[config.mk]
export PLATFORM = sky130hd
export DESIGN_NAME = uart_tx_arbiter
export DESIGN_NICKNAME = d
export VERILOG_FILES = /design/src/rtl/uart_pkg.sv /design/src/rtl/rr_arbiter.sv /design/src/rtl/uart_tx_arbiter.sv
export SDC_FILE = /design/constraint.sdc
export NUM_CORES = 1
export LEC_CHECK = 0
export BUFFER_PORTS_ARGS = -buffer_cell sky130_fd_sc_hd__buf_2
export CAP_MARGIN = 15
export CORE_MARGIN = 1.5
export CORE_UTILIZATION = 30
export CTS_CLUSTER_DIAMETER = 60
export DETAILED_ROUTE_END_ITERATION = 16
export PLACE_DENSITY = 0.59
export SKIP_LAST_GASP = 1
export SLEW_MARGIN = 10
export SYNTH_ARGS = -nofsm -noshare
export SYNTH_HDL_FRONTEND = slang
export SYNTH_SLANG_ARGS = --single-unit
[constraint.sdc]
create_clock -name clk_i -period 3.14 [get_ports clk_i]
set_clock_uncertainty 0.05 [all_clocks]
set_input_delay 0.314 -clock clk_i [delete_from_list [all_inputs] [get_ports clk_i]]
set_output_delay 0.314 -clock clk_i [all_outputs]
set_load 0.01 [all_outputs]
[src/rtl/uart_pkg.sv]
// uart_pkg: shared types and constants for the UART TX arbitration path
package uart_pkg;
  typedef enum logic [1:0] {ARB_IDLE, ARB_HEADER, ARB_PAYLOAD} arb_state_t;
  localparam logic [3:0] HDR_MAGIC = 4'hA;
endpackage

[src/rtl/rr_arbiter.sv]
// rr_arbiter: combinational round-robin pick, searching upward from ptr+1
module rr_arbiter #(
  parameter int N = 4
) (
  input  logic [N-1:0]         req,
  input  logic [$clog2(N)-1:0] ptr,
  output logic [N-1:0]         gnt,
  output logic [$clog2(N)-1:0] gnt_id
);
  localparam int IW = $clog2(N);
  logic          found;
  logic [IW-1:0] idx;
  always_comb begin
    gnt    = '0;
    gnt_id = '0;
    found  = 1'b0;
    idx    = '0;
    for (int i = 1; i <= N; i++) begin
      idx = IW'((int'(ptr) + i) % N);
      if (!found && req[idx]) begin
        found    = 1'b1;
        gnt[idx] = 1'b1;
        gnt_id   = idx;
      end
    end
  end
endmodule

[src/rtl/uart_tx_arbiter.sv]
// uart_tx_arbiter: per-packet round-robin sharing of the UART byte stream
module uart_tx_arbiter
  import uart_pkg::*;
#(
  parameter int N_REQ       = 4,
  parameter int HEADER_EN   = 1,
  parameter int MAX_PKT_LEN = 64
) (
  input  logic               clk_i,
  input  logic               rst_ni,
  input  logic [8*N_REQ-1:0] s_axis_tdata_i,
  input  logic [N_REQ-1:0]   s_axis_tvalid_i,
  input  logic [N_REQ-1:0]   s_axis_tlast_i,
  output logic [N_REQ-1:0]   s_axis_tready_o,
  output logic [7:0]         m_axis_tdata_o,
  output logic               m_axis_tvalid_o,
  input  logic               m_axis_tready_i,
  output logic [N_REQ-1:0]   grant_o,
  output logic               busy_o,
  output logic               trunc_o
);
  localparam int IW = $clog2(N_REQ);
  localparam int CW = $clog2(MAX_PKT_LEN + 1);
  arb_state_t       state, state_nxt;
  logic [N_REQ-1:0] grant, arb_gnt;
  logic [IW-1:0]    id, rr_ptr, arb_id;
  logic [CW-1:0]    beat_cnt;
  logic             trunc, hs, rel;
  rr_arbiter #(.N(N_REQ)) u_rr (
    .req    (s_axis_tvalid_i),
    .ptr    (rr_ptr),
    .gnt    (arb_gnt),
    .gnt_id (arb_id)
  );
  assign hs  = state == ARB_PAYLOAD && s_axis_tvalid_i[id] && m_axis_tready_i;
  assign rel = hs && (s_axis_tlast_i[id] || beat_cnt == CW'(MAX_PKT_LEN - 1));
  always_ff @(posedge clk_i or negedge rst_ni) begin
    if (!rst_ni) state <= ARB_IDLE;
    else         state <= state_nxt;
  end
  always_comb begin
    state_nxt = (state == ARB_IDLE)    ? (|s_axis_tvalid_i ? (HEADER_EN != 0 ? ARB_HEADER : ARB_PAYLOAD) : ARB_IDLE)
              : (state == ARB_HEADER)  ? (m_axis_tready_i ? ARB_PAYLOAD : ARB_HEADER)
              : (state == ARB_PAYLOAD) ? (rel ? ARB_IDLE : ARB_PAYLOAD)
              : ARB_IDLE;
  end
  // rr_ptr only advances on release, so an abandoned packet keeps its owner's priority slot
  always_ff @(posedge clk_i or negedge rst_ni) begin
    if (!rst_ni) begin
      grant    <= '0;
      id       <= '0;
      rr_ptr   <= IW'(N_REQ - 1);
      beat_cnt <= '0;
      trunc    <= 1'b0;
    end else begin
      trunc    <= rel && !s_axis_tlast_i[id];
      beat_cnt <= (state == ARB_PAYLOAD) ? beat_cnt + CW'(hs) : '0;
      if (state == ARB_IDLE && |s_axis_tvalid_i) begin
        grant <= arb_gnt;
        id    <= arb_id;
      end else if (rel) begin
        grant  <= '0;
        rr_ptr <= id;
      end
    end
  end
  always_comb begin
    m_axis_tvalid_o = state == ARB_HEADER || (state == ARB_PAYLOAD && s_axis_tvalid_i[id]);
    m_axis_tdata_o  = (state == ARB_HEADER)  ? {HDR_MAGIC, 4'(id)}
                    : (state == ARB_PAYLOAD) ? s_axis_tdata_i[{id, 3'b000} +: 8]
                    : 8'h00;
    s_axis_tready_o = (state == ARB_PAYLOAD && m_axis_tready_i) ? grant : '0;
    grant_o         = grant;
    busy_o          = state != ARB_IDLE;
    trunc_o         = trunc;
  end
endmodule

== Word-level counts from Yosys, hierarchy flattened ==
Index checks and enable logic that the tools add are counted.
Storage, ports and cells
  register bits: 18
  input port bits: 43
  output and inout port bits: 19
Operators by class
  add/subtract/negate cells: 5
  $lt $le $gt $ge: 9
  eq/ne operators: 3
  shifts and indexed selects: 1
  muxes and demuxes: 43
  bitwise gates (word level): 4
  reductions and logical operators: 24
Operator list (number)
  32-bit by 6-bit variable part select with 8-bit output: 1
  4-bit 2-to-1 mux: 7
  2-bit 2-to-1 mux: 9
  8-bit 2-to-1 mux: 2
  2-bit by 3-bit less-than comparator with 1-bit output (second input constant): 5
  1-bit 2-to-1 mux: 14
  1-bit logical AND: 13
  1-bit binary-select mux with 2-bit select: 6
  4-bit OR: 3
  1-bit demux with 2-bit select: 4
  2-bit by 1-bit >= comparator with 1-bit output (second input constant): 4
  7-bit by 1-bit adder with 7-bit output: 1
  7-bit by 6-bit equality test with 1-bit output (second input constant): 1
  7-bit 2-to-1 mux: 1
  2-bit by 1-bit adder with 2-bit output (second input constant): 2
  2-bit adder (second input constant): 2
  1-bit logical NOT: 4
  2-bit nonzero test: 2
  4-bit OR reduction: 1
  2-bit by 1-bit equality test with 1-bit output (second input constant): 1
  2-bit equality test (second input constant): 1
  2-bit logical NOT: 1
  1-bit logical OR: 2
  2-bit AND reduction: 1
  1-bit inverter: 1

== Longest topological paths before layout ==
  depth after elaboration: 14
  mapped depth: 9
  gate-level depth less buffers: 7

== Cells and area by module ==
From an unflattened synthesis, not the netlist that was laid out.
Second synthesis, totals
  cell total of the unflattened synthesis: 152
  area total of the unflattened synthesis: 1621.6 µm²
By module, submodules not included
  uart_tx_arbiter: times used 1, cells each 93, area each 1131.1 µm², sequential area each 452.9 µm²
  rr_arbiter: times used 1, cells each 59, area each 490.5 µm², sequential area each 0.0 µm²

== Least setup slack after synthesis ==
Ideal clock, no wire load.
  kind: register -> register
  start: reg rr_ptr[0]
  end: reg grant[0], in the netlist grant_o[0]
  arrival: 2.443 ns
  setup slack: 0.521 ns
  cell stages (with the launch flop): 9
  buffers on the path: 2
  period minus slack after synthesis: 2.619 ns
  cell sequence: dfstp_2 > buf_6 > inv_1 > ha_1 > mux4_1 > buf_2 > a221oi_1 > nor3_1 > a221o_1
Between the ends
  word-level cells in the longest chain between the ends: 14
Ends and longest elaborated chain
  start, declared: RTL line uart_tx_arbiter.sv:26  | logic [IW-1:0] id, rr_ptr, arb_id;
  start signal, assigned: RTL line uart_tx_arbiter.sv:52  | rr_ptr <= IW'(N_REQ - 1);
  start signal, assigned: RTL line uart_tx_arbiter.sv:63  | rr_ptr <= id;
  branches (longest 12 deep; another with 2-bit by 3-bit less-than comparator with 1-bit output)
  4-bit 2-to-1 mux *: RTL line rr_arbiter.sv:20  | if (!found && req[idx]) begin
  4-bit 2-to-1 mux *: RTL line uart_tx_arbiter.sv:58  | if (state == ARB_IDLE && |s_axis_tvalid_i) begin
  end signal, assigned: RTL line uart_tx_arbiter.sv:59  | grant <= arb_gnt;
  end, declared: RTL line uart_tx_arbiter.sv:25  | logic [N_REQ-1:0] grant, arb_gnt;
Every way passes the cells marked *. The select of a mux whose other input is x is not followed.
A chain may end at the register's enable or synchronous reset.

== Final worst setup path ==
Same ends and word-level chain as after synthesis.

==> results_dict.tcl <==
set metrics [dict create \
    min_period_ns 2.89 \
    die_area_um2 5500 \
    syn_area_um2 1520 \
    hpwl_mm 3.01 \
    die_height_um 74.2 \
    tightest_slew_ns 0.536 \
    power.share.sequential_pct 25.4 \
    grt_pass1_wl_mm 6.48 \
    max_cap_violations 0 \
    ys_warn_count 0 \
    route.detailed.drc 0 \
    hold_path_class "in -> reg" \
    drt_iter0_markers 52 \
    clock_sinks 18 \
    ios 62 \
    critical_path_class "reg -> reg" \
    antenna_cells 0 \
    wire_per_inst_um 14.0 \
    synth_area_leaders "dfrtp_1 (26%), mux4_2 (18%), ha_1 (8.2%)" \
    hold_ws_ns 0.297 \
    crit_required_ns 3.23 \
    routabilityCongestion 0.826 \
    async_reset_ff_share_pct 100 \
    hold_viol 0 \
    period_share_pct 92.0 \
    cts_root_buf "clkbuf_8" \
    combinationalPowerShare_pct 63.2 \
    yosysTopAreaCell "dfrtp_1" \
    reg2reg_depth 6 \
    path_clk_slew_ns 0.07 \
    avgSynthCellArea_um2 10.8 \
    arrival_ns 2.98 \
    placementRows 25 \
    layout_commonest_cell "buf_2" \
    coreArea_um2 4790 \
    wl_mm 3.78 \
    final_cell_mix "buf_2 (61), dfrtp_1 (16), nand2_1 (13), mux4_2 (12), ha_1 (10)" \
    grt_max_degree 19 \
    drt_pass1_iterations 4 \
    grt.overflow.total 0 \
    peakVddDrop_v 0.000375 \
    rsz0062_at_grt "no" \
    port_buffers 61 \
    nets 256 \
    swShare_pct 42.7 \
    synth_edf_count 0 \
    slew_viol_final 0 \
    setup_viol 0 \
    synth-main-ff-cell "dfrtp_1" \
    hp-start "m_axis_tready_i" \
    yosys.area.top_type_share_pct 26.4 \
    detail-route-antenna-nets 0 \
    cts_tree "done" \
    insertion_delay_ns 0.25 \
    power_frac_clock_pct 11.4 \
    synth.distinct_cells 37 \
    rr_endpoint "grant_o[0]$_DFFE_PN0P_" \
    grt_antenna_before_repair 0 \
    dr_total_vias 1359 \
    status "complete, no violations" \
    track_usage_pct 15.1 \
    rrSetupSlack_ns 0.25 \
    ys_seq_elements 18 \
    crit_fanout 13 \
    fmaxAchievable_ghz 0.346 \
    die_w_um 74.2 \
    power_density_nw_per_um2 838 \
    timing.rr.start "rr_ptr[0]$_DFFE_PN1P_" \
    grt_pass1_vias 1313 \
    layout-drive-gt1-share_pct 44.1 \
    finalSetupTns_ns 0 \
    area_delta_synth_final_pct 28.8 \
    syn-num-nets 193 \
    clk_path_buf_depth 2 \
    dp_slack_ns 0.215 \
    initial_utilization_pct 31.7 \
    slew_headroom_pct 64.3 \
    synth_cells 140 \
    intPower_w 0.000940 \
    worst_slack_ns 0.250 \
    holdPathEnd "state[0]$_DFF_PN0_" \
    ys_seq_area_share_pct 29.8 \
    hold_path_depth 2 \
    via_per_inst 5.05 \
    switchingPower_w 0.000700 \
    end_kind "flop" \
    power_leakage_nw 0.944 \
    htreeDepth 1 \
    numCtsBuffers 3 \
    critPathLaunchType "flop" \
]
-- synth_stat cells, types with 3 or more instances --
cell,instances
nor3_1,5
a221o_1,4
mux4_2,12
dfrtp_1,16
ha_1,10
nand2_1,13
and2_1,6
nand3_1,4
and2b_2,4
xor2_1,4
nor2_1,7
inv_1,4
a221oi_1,5
o21ai_0,7
nor2b_1,4
nand2b_1,3
and3_1,6
-- worst max path at each step --
| stage | end | depth (start not counted) | slack [ns] | from |
|---|---|---|---|---|
| after floorplan | grant_o[0]$_DFFE_PN0P_ | 8 | 0.52 | rr_ptr[0]$_DFFE_PN1P_ |
| after global placement | id[1]$_DFFE_PN0P_ | 6 | 0.27 | rr_ptr[0]$_DFFE_PN1P_ |
| after detailed placement | grant_o[1]$_DFFE_PN0P_ | 5 | 0.22 | rr_ptr[0]$_DFFE_PN1P_ |
| after CTS | grant_o[0]$_DFFE_PN0P_ | 5 | 0.20 | rr_ptr[0]$_DFFE_PN1P_ |
| after global routing | grant_o[2]$_DFFE_PN0P_ | 6 | 0.07 | rr_ptr[0]$_DFFE_PN1P_ |
| final | grant_o[0]$_DFFE_PN0P_ | 6 | 0.25 | rr_ptr[0]$_DFFE_PN1P_ |
-- routing by layer --
metal / share of wire, % / track usage (%)
met1: 46 / 20.4
met2: 50 / 25.8
met3: 4.0 / 2.44
met4: 0.29 / 2.26
met5: 0 / 0
-- cells by family after synthesis --
group | synth area share (%)
flip-flops | 29.8
adder cells (fa/ha/maj) | 8.24
multiplexers | 21.3
buffers and inverters | 3.62
AO/OA/AOI/OAI | 12.9
AND/OR/NAND/NOR | 21.3
XOR/XNOR | 2.88
-- final cells by class --
class	count	area [µm²]
fillers	473	2830
flip-flops and latches	18	453
well taps	67	83.8
inverters	4	15.0
repair buffers	64	330
multi-input cells	112	1020
clock buffers	4	55.1
-- worst max-delay path, cell delays in order, from the launching register on --
cell      delay [ns]
dfstp_2         0.69
inv_1           0.19
ha_1            0.43
mux4_1          0.77
a221oi_1        0.28
nor3_1          0.09
a221o_1         0.28
-- flip-flops by register name (all words and copies together) (netlist names) --
name      flops
id            2
beat_cnt      7
rr_ptr        2
trunc_o       1
grant_o       4
state         2
-- metrics by stage --
step / cell area, µm² / utilization (%) / power [W] / instances
after floorplan: 1520 / - / 0.00119 / 140
after global placement: 1880 / 39.3 / 0.00145 / 264
after detailed placement: 1880 / 39.3 / 0.00145 / 264
after CTS: 1950 / 40.7 / 0.00165 / 269
after global routing: 1960 / 40.9 / 0.00179 / 269
final: 1960 / 40.9 / 0.00164 / 269
-- power by group through the flow --
stage	sequential, W	combinational, W	clock [W]
floorplan	0.000383	0.000805	0
global placement	0.000424	0.00103	0
detailed placement	0.000424	0.00103	0
CTS	0.000421	0.00103	0.000194
global route	0.000435	0.00116	0.000202
finish	0.000416	0.00104	0.000187
-- what timing repair did --
action                                  CTS  global route
resized for setup                         0             1
hold buffers                              1             0
endpoints found under the setup margin    0             1
setup buffers                             0             0
endpoints found under the hold margin    16             0
Note: power is estimated with default switching activity, not from simulation.
